[config.mk]
export PLATFORM = sky130hd
export DESIGN_NAME = tpg_lfsr16
export DESIGN_NICKNAME = d
export VERILOG_FILES = /design/src/rtl/tpg_pkg.sv /design/src/rtl/tpg_lfsr16.sv
export SDC_FILE = /design/constraint.sdc
export NUM_CORES = 1
export LEC_CHECK = 0
export BUFFER_PORTS_ARGS = -buffer_cell sky130_fd_sc_hd__clkbuf_2
export CELL_PAD_IN_SITES_DETAIL_PLACEMENT = 0
export CELL_PAD_IN_SITES_GLOBAL_PLACEMENT = 1
export CORE_AREA = 2 2 39 41
export CTS_CLUSTER_DIAMETER = 150
export DETAILED_ROUTE_END_ITERATION = 6
export DIE_AREA = 0 0 41 43
export HOLD_SLACK_MARGIN = 0.05
export PLACE_DENSITY_LB_ADDON = 0.1
export SETUP_SLACK_MARGIN = 0.3
export SLEW_MARGIN = 20
export SYNTH_ARGS = -nofsm -noshare
export SYNTH_HDL_FRONTEND = slang
export SYNTH_SLANG_ARGS = --single-unit
[constraint.sdc]
create_clock -name axis_clk -period 0.8 [get_ports axis_clk]
set_clock_uncertainty 0.1 [all_clocks]
set_input_delay 0.08 -clock axis_clk [delete_from_list [all_inputs] [get_ports axis_clk]]
set_output_delay 0.08 -clock axis_clk [all_outputs]
set_load 0.005 [all_outputs]
[src/rtl/tpg_pkg.sv]
// tpg_pkg: shared definitions for the test-pattern checker.
//   - FSM state encodings
//   - pattern marker bits inserted above each 10-bit coordinate
//   - seed and Galois tap mask of the 16-bit backpressure LFSR
//   - error flag bit positions and the expected-pixel helper
package tpg_pkg;

  typedef enum logic [1:0] {
    ST_HUNT     = 2'd0,
    ST_RUN      = 2'd1,
    ST_SOF_WAIT = 2'd2
  } tpg_state_t;

  localparam logic [1:0]  PAT_MARK  = 2'b11;

  // x^16 + x^14 + x^13 + x^11 + 1 in right-shifting Galois form
  localparam logic [15:0] LFSR_SEED = 16'hACE1;
  localparam logic [15:0] LFSR_TAPS = 16'hB400;

  localparam int ERR_DATA  = 3;
  localparam int ERR_SOF   = 2;
  localparam int ERR_EARLY = 1;
  localparam int ERR_LATE  = 0;

  function automatic logic [23:0] tpg_pixel(input logic [9:0] h, input logic [9:0] v);
    return {PAT_MARK, v, PAT_MARK, h};
  endfunction

endpackage

[src/rtl/tpg_lfsr16.sv]
// tpg_lfsr16: pseudo-random backpressure source.
//   axis_clk : clock
//   rst_n    : asynchronous active-low reset (loads the seed)
//   ready    : lookahead ready, i.e. the value the next LFSR state implies;
//              the parent registers it so its output tracks lfsr[1:0] != 0
module tpg_lfsr16
  import tpg_pkg::*;
(
  input  logic axis_clk,
  input  logic rst_n,
  output logic ready
);

  logic [15:0] lfsr;
  logic [15:0] lfsr_next;

  always_comb begin
    lfsr_next = {1'b0, lfsr[15:1]} ^ (lfsr[0] ? LFSR_TAPS : 16'h0000);
    ready     = (lfsr_next[1:0] != 2'b00);
  end

  always_ff @(posedge axis_clk or negedge rst_n) begin
    if (!rst_n) lfsr <= LFSR_SEED;
    else        lfsr <= lfsr_next;
  end

endmodule

# After elaboration in Yosys (flattened, before gate mapping)
# Index checks and enable logic that the tools add are counted.
# word_totals
regBits,16
inputBits,2
out_inout_bits,1
word_cells,4
# classes
mux,1
bitwise,1
n_reduce_logical,1
# op_table
cell,n
$mux 16,1
$xor 15x16->16,1
$reduce_bool 2->1,1

# Longest topological paths before layout
# Gate-level depths: netlist of the first run.
# depth
ltp_word,3
depth_mapped,1
ltp_nobuf,1

# Worst setup path after synthesis of the first run
# No wires, ideal clock.
# synth_timing
path_type,register to register
from,register lfsr[0]
to,register lfsr[13]
setup_time_ps,75
t_arrival_ps,683
required_time_ps,625
setup_slack_ps,-57
stages_incl_launch_ff,2
n_path_buf,0
path_cell_list,dfstp_2 -> xor2_1
# synth_between
elab_chain_len,2
# synth_lines
element,line,source
"start, declared",tpg_lfsr16.sv:14,logic [15:0] lfsr;
"start signal, assigned",tpg_lfsr16.sv:24,else lfsr <= lfsr_next;
$mux 16,tpg_lfsr16.sv:18,"lfsr_next = {1'b0, lfsr[15:1]} ^ (lfsr[0] ? LFSR_TAPS : 16'h0000);"
$xor 15x16->16,tpg_lfsr16.sv:18,
net lfsr_next[13],tpg_lfsr16.sv:15,logic [15:0] lfsr_next;
# The timed path passes the listed nets, and every way through them passes these cells.

# Worst setup path in the final report of the first run
# layout_timing
from,register lfsr[2]
to,output port ready
# layout_between
elab_chain_len,2
# layout_lines
element,line,source
$xor 15x16->16,tpg_lfsr16.sv:18,
$reduce_bool 2->1,tpg_lfsr16.sv:19,ready = (lfsr_next[1:0] != 2'b00);
"end, declared",tpg_lfsr16.sv:11,output logic ready
# Every way passes these cells.

==> impl_metrics.tcl, run 1 <==
set metrics [dict create \
    cp-start-kind "flip-flop" \
    crit_fanout 2 \
    placed_cells 39 \
    reg.largest.list "lfsr x16" \
    cts.path.max_buffers 2 \
    multiInputGateArea_um2 50.0 \
    antenna_found_initial 0 \
    tightest_slew_ns 0.360 \
    synth_top_family_by_area "XOR/XNOR gates" \
    n_antenna_cell 0 \
    fmax_ghz 0.838 \
    core-area_um2 1380 \
    synth_nets 22 \
    outcome "finished, violations left" \
    path_clk_slew_ns 0.08 \
    layout_common_cells "dfstp_2 (8), dfrtp_1 (8), clkbuf_4 (3), buf_6 (3)" \
    regArea_um2 410 \
    antenna_left 0 \
    cp.required_ns 0.62 \
    netlist.area_leader.share 0.475 \
    wl_per_cell_um 11.1 \
    preCtsSetupSlack_ns -0.136 \
    drc 0 \
    grt_start_max_net_pins 17 \
    drive_gt1_frac 0.700 \
    globalplace.congestion 0.591 \
    htree_levels 1 \
    die_h_um 43 \
    wl_um 510 \
    p_leak_uw 0.000281 \
    placed_area_um2 483 \
    dpl.hpwl_um 336 \
    initial_core_util 0.320 \
    cts_sinks 16 \
    synthMuxAreaShare 0 \
    path_class "reg -> out" \
    synthAdderAreaFrac 0 \
    avgSynthCellArea_um2 22.1 \
    grt_usage 0.0953 \
    clockRootBuffer "clkbuf_4" \
    post-route-period-util 1.49 \
    nNetsFinal 33 \
    crit_path_end_kind "output pin" \
    synth_cell_type_count 4 \
    grt_pass1_wl_um 952 \
    synthCells 20 \
    syn_area_um2 443 \
    yosys-top-cells-area "dfstp_2 (47%), dfrtp_1 (45%), xor2_1 (5.9%)" \
    final_cell_count_no_fill 46 \
    setup_viol 5 \
    max-vdd-ir-drop_uv 941 \
    rows 14 \
    stdcell_area_um2 571 \
    synth-xor-area-share 0.0593 \
    cts_buffers 3 \
    hold_class "in -> async" \
    cts_tree "built" \
    vias 177 \
    top_register "lfsr" \
    syn_to_final_growth_pct 28.8 \
    rsz0062_at_grt "true" \
    violations "negative hold slack, negative setup slack" \
    clk_latency_ns 0.27 \
    crit_arrival_ns 1.01 \
    io_buffers 2 \
    die_w_um 41 \
    final.setup.worst_slack_ns -0.394 \
    ioPinCount 3 \
    largest_reg_flops 16 \
    die_area_um2 1760 \
    nFillCells 123 \
    fin_crit_ns 1.19 \
    synth-seq-cells 16 \
    synth-simple-area-share 0.0141 \
    grt_pass1_vias 191 \
    synth_top_area_cell "dfstp_2" \
    ys_seq_area_frac 0.927 \
    max-slew-margin-rel 0.760 \
    grt.overflow.total 0 \
    vias_per_cell 3.85 \
    synth_compound_area_frac 0 \
    maxCapViolations 0 \
    hold_violations 16 \
    drtPass1Iterations 1 \
    synth_warnings 0 \
    slew_viol_final 0 \
    drt_iter0_drc 0 \
    power.density_nw_per_um2 2310 \
    hold_slack_ns -0.400 \
]
-- synthesized netlist by cell type, drive strengths merged --
| master | instances |
|---|---|
| dfrtp | 8 |
| dfstp | 8 |
| or2 | 1 |
| xor2 | 3 |
-- path summary, 6_finish.rpt --
kind                       startpoint        to  slack (ns)  cells past startpoint
max                           lfsr[2]     ready       -0.39                      2
min                             rst_n  lfsr[14]       -0.40                      1
max reg2reg                   lfsr[0]  lfsr[12]       -0.14                      1
min reg2reg                   lfsr[4]   lfsr[3]        0.25                      0
max in group asynchronous       rst_n   lfsr[7]        0.70                      1
min in group axis_clk         lfsr[4]   lfsr[3]        0.25                      0
-- power breakdown --
part	internal [µW]	switching (µW)	total, µW	leakage, µW
Sequential	810	0	810	0.000194
Combinational	1.72	13.5	15.2	0.0000662
Clock	276	218	494	0.0000210
-- metrics by stage --
| stage | total power [µW] | utilization | TNS (ns) |
|---|---|---|---|
| floorplan | 825 | - | -0.150 |
| finish | 1320 | 0.412 | -0.838 |
| global route | 1400 | 0.412 | -1.01 |
| global placement | 840 | 0.349 | -0.317 |
| detailed placement | 841 | 0.349 | -0.429 |
| CTS | 1350 | 0.389 | -0.796 |
-- metal layers --
| metal | vias up | track usage | part of all wire |
|---|---|---|---|
| li1 | 80 | - | - |
| met1 | 94 | 0.143 | 0.48 |
| met2 | 3 | 0.0969 | 0.45 |
| met3 | 0 | 0.0314 | 0.063 |
| met4 | 0 | 0.100 | 0 |
| met5 | - | 0 | 0 |
-- logic make-up (layout without fill, tap and decap cells) --
group                  count (synthesis)  in the layout
XOR/XNOR                               3              3
buffers and inverters                  0             10
AND/OR/NAND/NOR                        1              1
flip-flops                            16             16
-- cell type report --
class | instances | area share
clock buffer | 4 | 0.0636
tap | 16 | 0.0351
sequential | 16 | 0.719
timing repair buffer | 6 | 0.0943
multi-input combinational | 4 | 0.0877
-- repair_timing --
item                                    4_1_cts  5_1_grt
pin swaps                                     1        1
gates resized for setup                       1        4
endpoints found under the hold margin        16       16
setup buffers                                 2        1
endpoints found under the setup margin       17       17
-- worst max-delay path: stages (launching register included) --
cell and delay, ns:
dfrtp_1 0.38, or2_4 0.25, buf_6 0.11
(Power assumes the default switching activity.)
==> run 2, diff against run 1 <==
==> constraint.sdc (replaced) <==
create_clock -name axis_clk -period 1 [get_ports axis_clk]
set_clock_uncertainty 0.1 [all_clocks]
set_input_delay 0.1 -clock axis_clk [delete_from_list [all_inputs] [get_ports axis_clk]]
set_output_delay 0.1 -clock axis_clk [all_outputs]
set_load 0.01 [all_outputs]
==> run 2 against run 1 <==
Against the previous run:
- die area unchanged
- global-route usage decreased by 0.47 points
- power down 24%
- sequential share of layout area is 4.0 points higher
- critical path depth unchanged
- combinational power is essentially flat
- sequential power shrank 20%
- via count fell by 2.3%
- the flow finishes with violations (negative setup slack)
- largest cell class unchanged
==> impl_metrics.tcl, run 2 (synthesis gave the netlist of run 1 again) <==
set metrics [dict create \
    worst-path-buf-inv 1 \
    clk_latency_ns 0.28 \
    max-vdd-ir-drop_uv 807 \
    ioPinCount 3 \
    cp.required_ns 0.80 \
    path_clk_slew_ns 0.09 \
    outcome "finished, violations left" \
    max-slew-margin-rel 0.778 \
    cts_tree "built" \
    fmax_ghz 0.817 \
    tightest_slew_ns 0.333 \
    layout_common_cells "dfstp_2 (8), dfrtp_1 (8), clkbuf_4 (3)" \
    grt.overflow.total 0 \
    clockRootBuffer "clkbuf_4" \
    cts_buffers 3 \
    post-route-period-util 1.22 \
    drt_iter0_drc 0 \
    cp_cell_sequence "or2_4 -> buf_6" \
    io_buffers 2 \
    cp_top_family "flip-flops" \
    rows 14 \
    final_util 0.391 \
    syn_to_final_growth_pct 22.0 \
    grt_pass1_wl_um 917 \
    p_leak_uw 0.000268 \
    vias_per_cell 3.84 \
    largest_reg_flops 16 \
    initial_core_util 0.320 \
    path_class "reg -> out" \
    grt_pass1_vias 187 \
    drtPass1Iterations 1 \
    vias 173 \
    hold_class "in -> async" \
    die_w_um 41 \
    htree_levels 1 \
    r2r_setup_slack_ns 0.04 \
    crit_path_end_kind "output pin" \
    slew_viol_final 0 \
    crit_fanout 2 \
    core-area_um2 1380 \
    slowest_delay_ns 0.38 \
    die_area_um2 1760 \
    fin_crit_ns 1.22 \
    grt_usage 0.0906 \
    rsz0062_at_grt "true" \
    drc 0 \
    cp_slowest_cell "dfrtp_1" \
    top_register "lfsr" \
    setup_viol 1 \
    reg.largest.list "lfsr x16" \
    wl_um 529 \
    cp-start-kind "flip-flop" \
    antenna_left 0 \
    drive_gt1_frac 0.586 \
    cts_sinks 16 \
    power_uw 1000 \
    final.setup.worst_slack_ns -0.224 \
    n_antenna_cell 0 \
    nNetsFinal 32 \
    hold_slack_ns 0.137 \
    die_h_um 43 \
    cts.path.max_buffers 2 \
    placed_area_um2 475 \
    violations "negative setup slack" \
    hold_violations 0 \
    globalplace.congestion 0.593 \
    maxCapViolations 0 \
    wl_per_cell_um 11.8 \
    antenna_found_initial 0 \
    grt_start_max_net_pins 17 \
    crit_arrival_ns 1.02 \
    power.density_nw_per_um2 1860 \
    stdcell_area_um2 541 \
]
-- run 2: final timing paths --
path	cells past startpoint	startpoint	endpoint
min in group axis_clk	0	lfsr[12]	lfsr[11]
max in group asynchronous	2	rst_n	lfsr[6]
worst max-delay path	2	lfsr[1]	ready
worst max register to register	1	lfsr[0]	lfsr[12]
worst min-delay path	2	rst_n	lfsr[14]
worst min register to register	0	lfsr[12]	lfsr[11]
-- run 2: area by class of cell --
type	count	area, µm²
Tap cell	16	20.0
Fill cell	127	843
Timing Repair Buffer	5	41.3
Multi-Input combinational cell	4	42.5
Clock buffer	4	26.3
Sequential cell	16	410
-- run 2: power breakdown --
group	switching (µW)	internal, µW
Combinational	11.5	3.96
Clock	185	155
Sequential	0	648
-- run 2: what timing repair did --
item	CTS	global route
resized for setup	0	4
pin swaps	1	0
hold endpoints to repair	16	0
setup buffers	2	0
hold buffers	1	0
setup endpoints to repair	6	18
-- run 2: layer usage --
layer,vias up,share of wire,global-route usage
met5,-,0,0
met4,0,0.015,0.0600
met3,2,0.055,0.0785
li1,76,-,-
met2,5,0.37,0.0875
met1,90,0.56,0.126
-- run 2: through the flow --
step / instances / TNS [ns] / setup slack (ns)
after floorplan: 20 / 0 / 0.149
after global placement: 38 / 0 / 0.0783
after detailed placement: 38 / 0 / 0.0693
after CTS: 45 / -0.242 / -0.242
after global routing: 45 / -0.279 / -0.279
final: 45 / -0.224 / -0.224
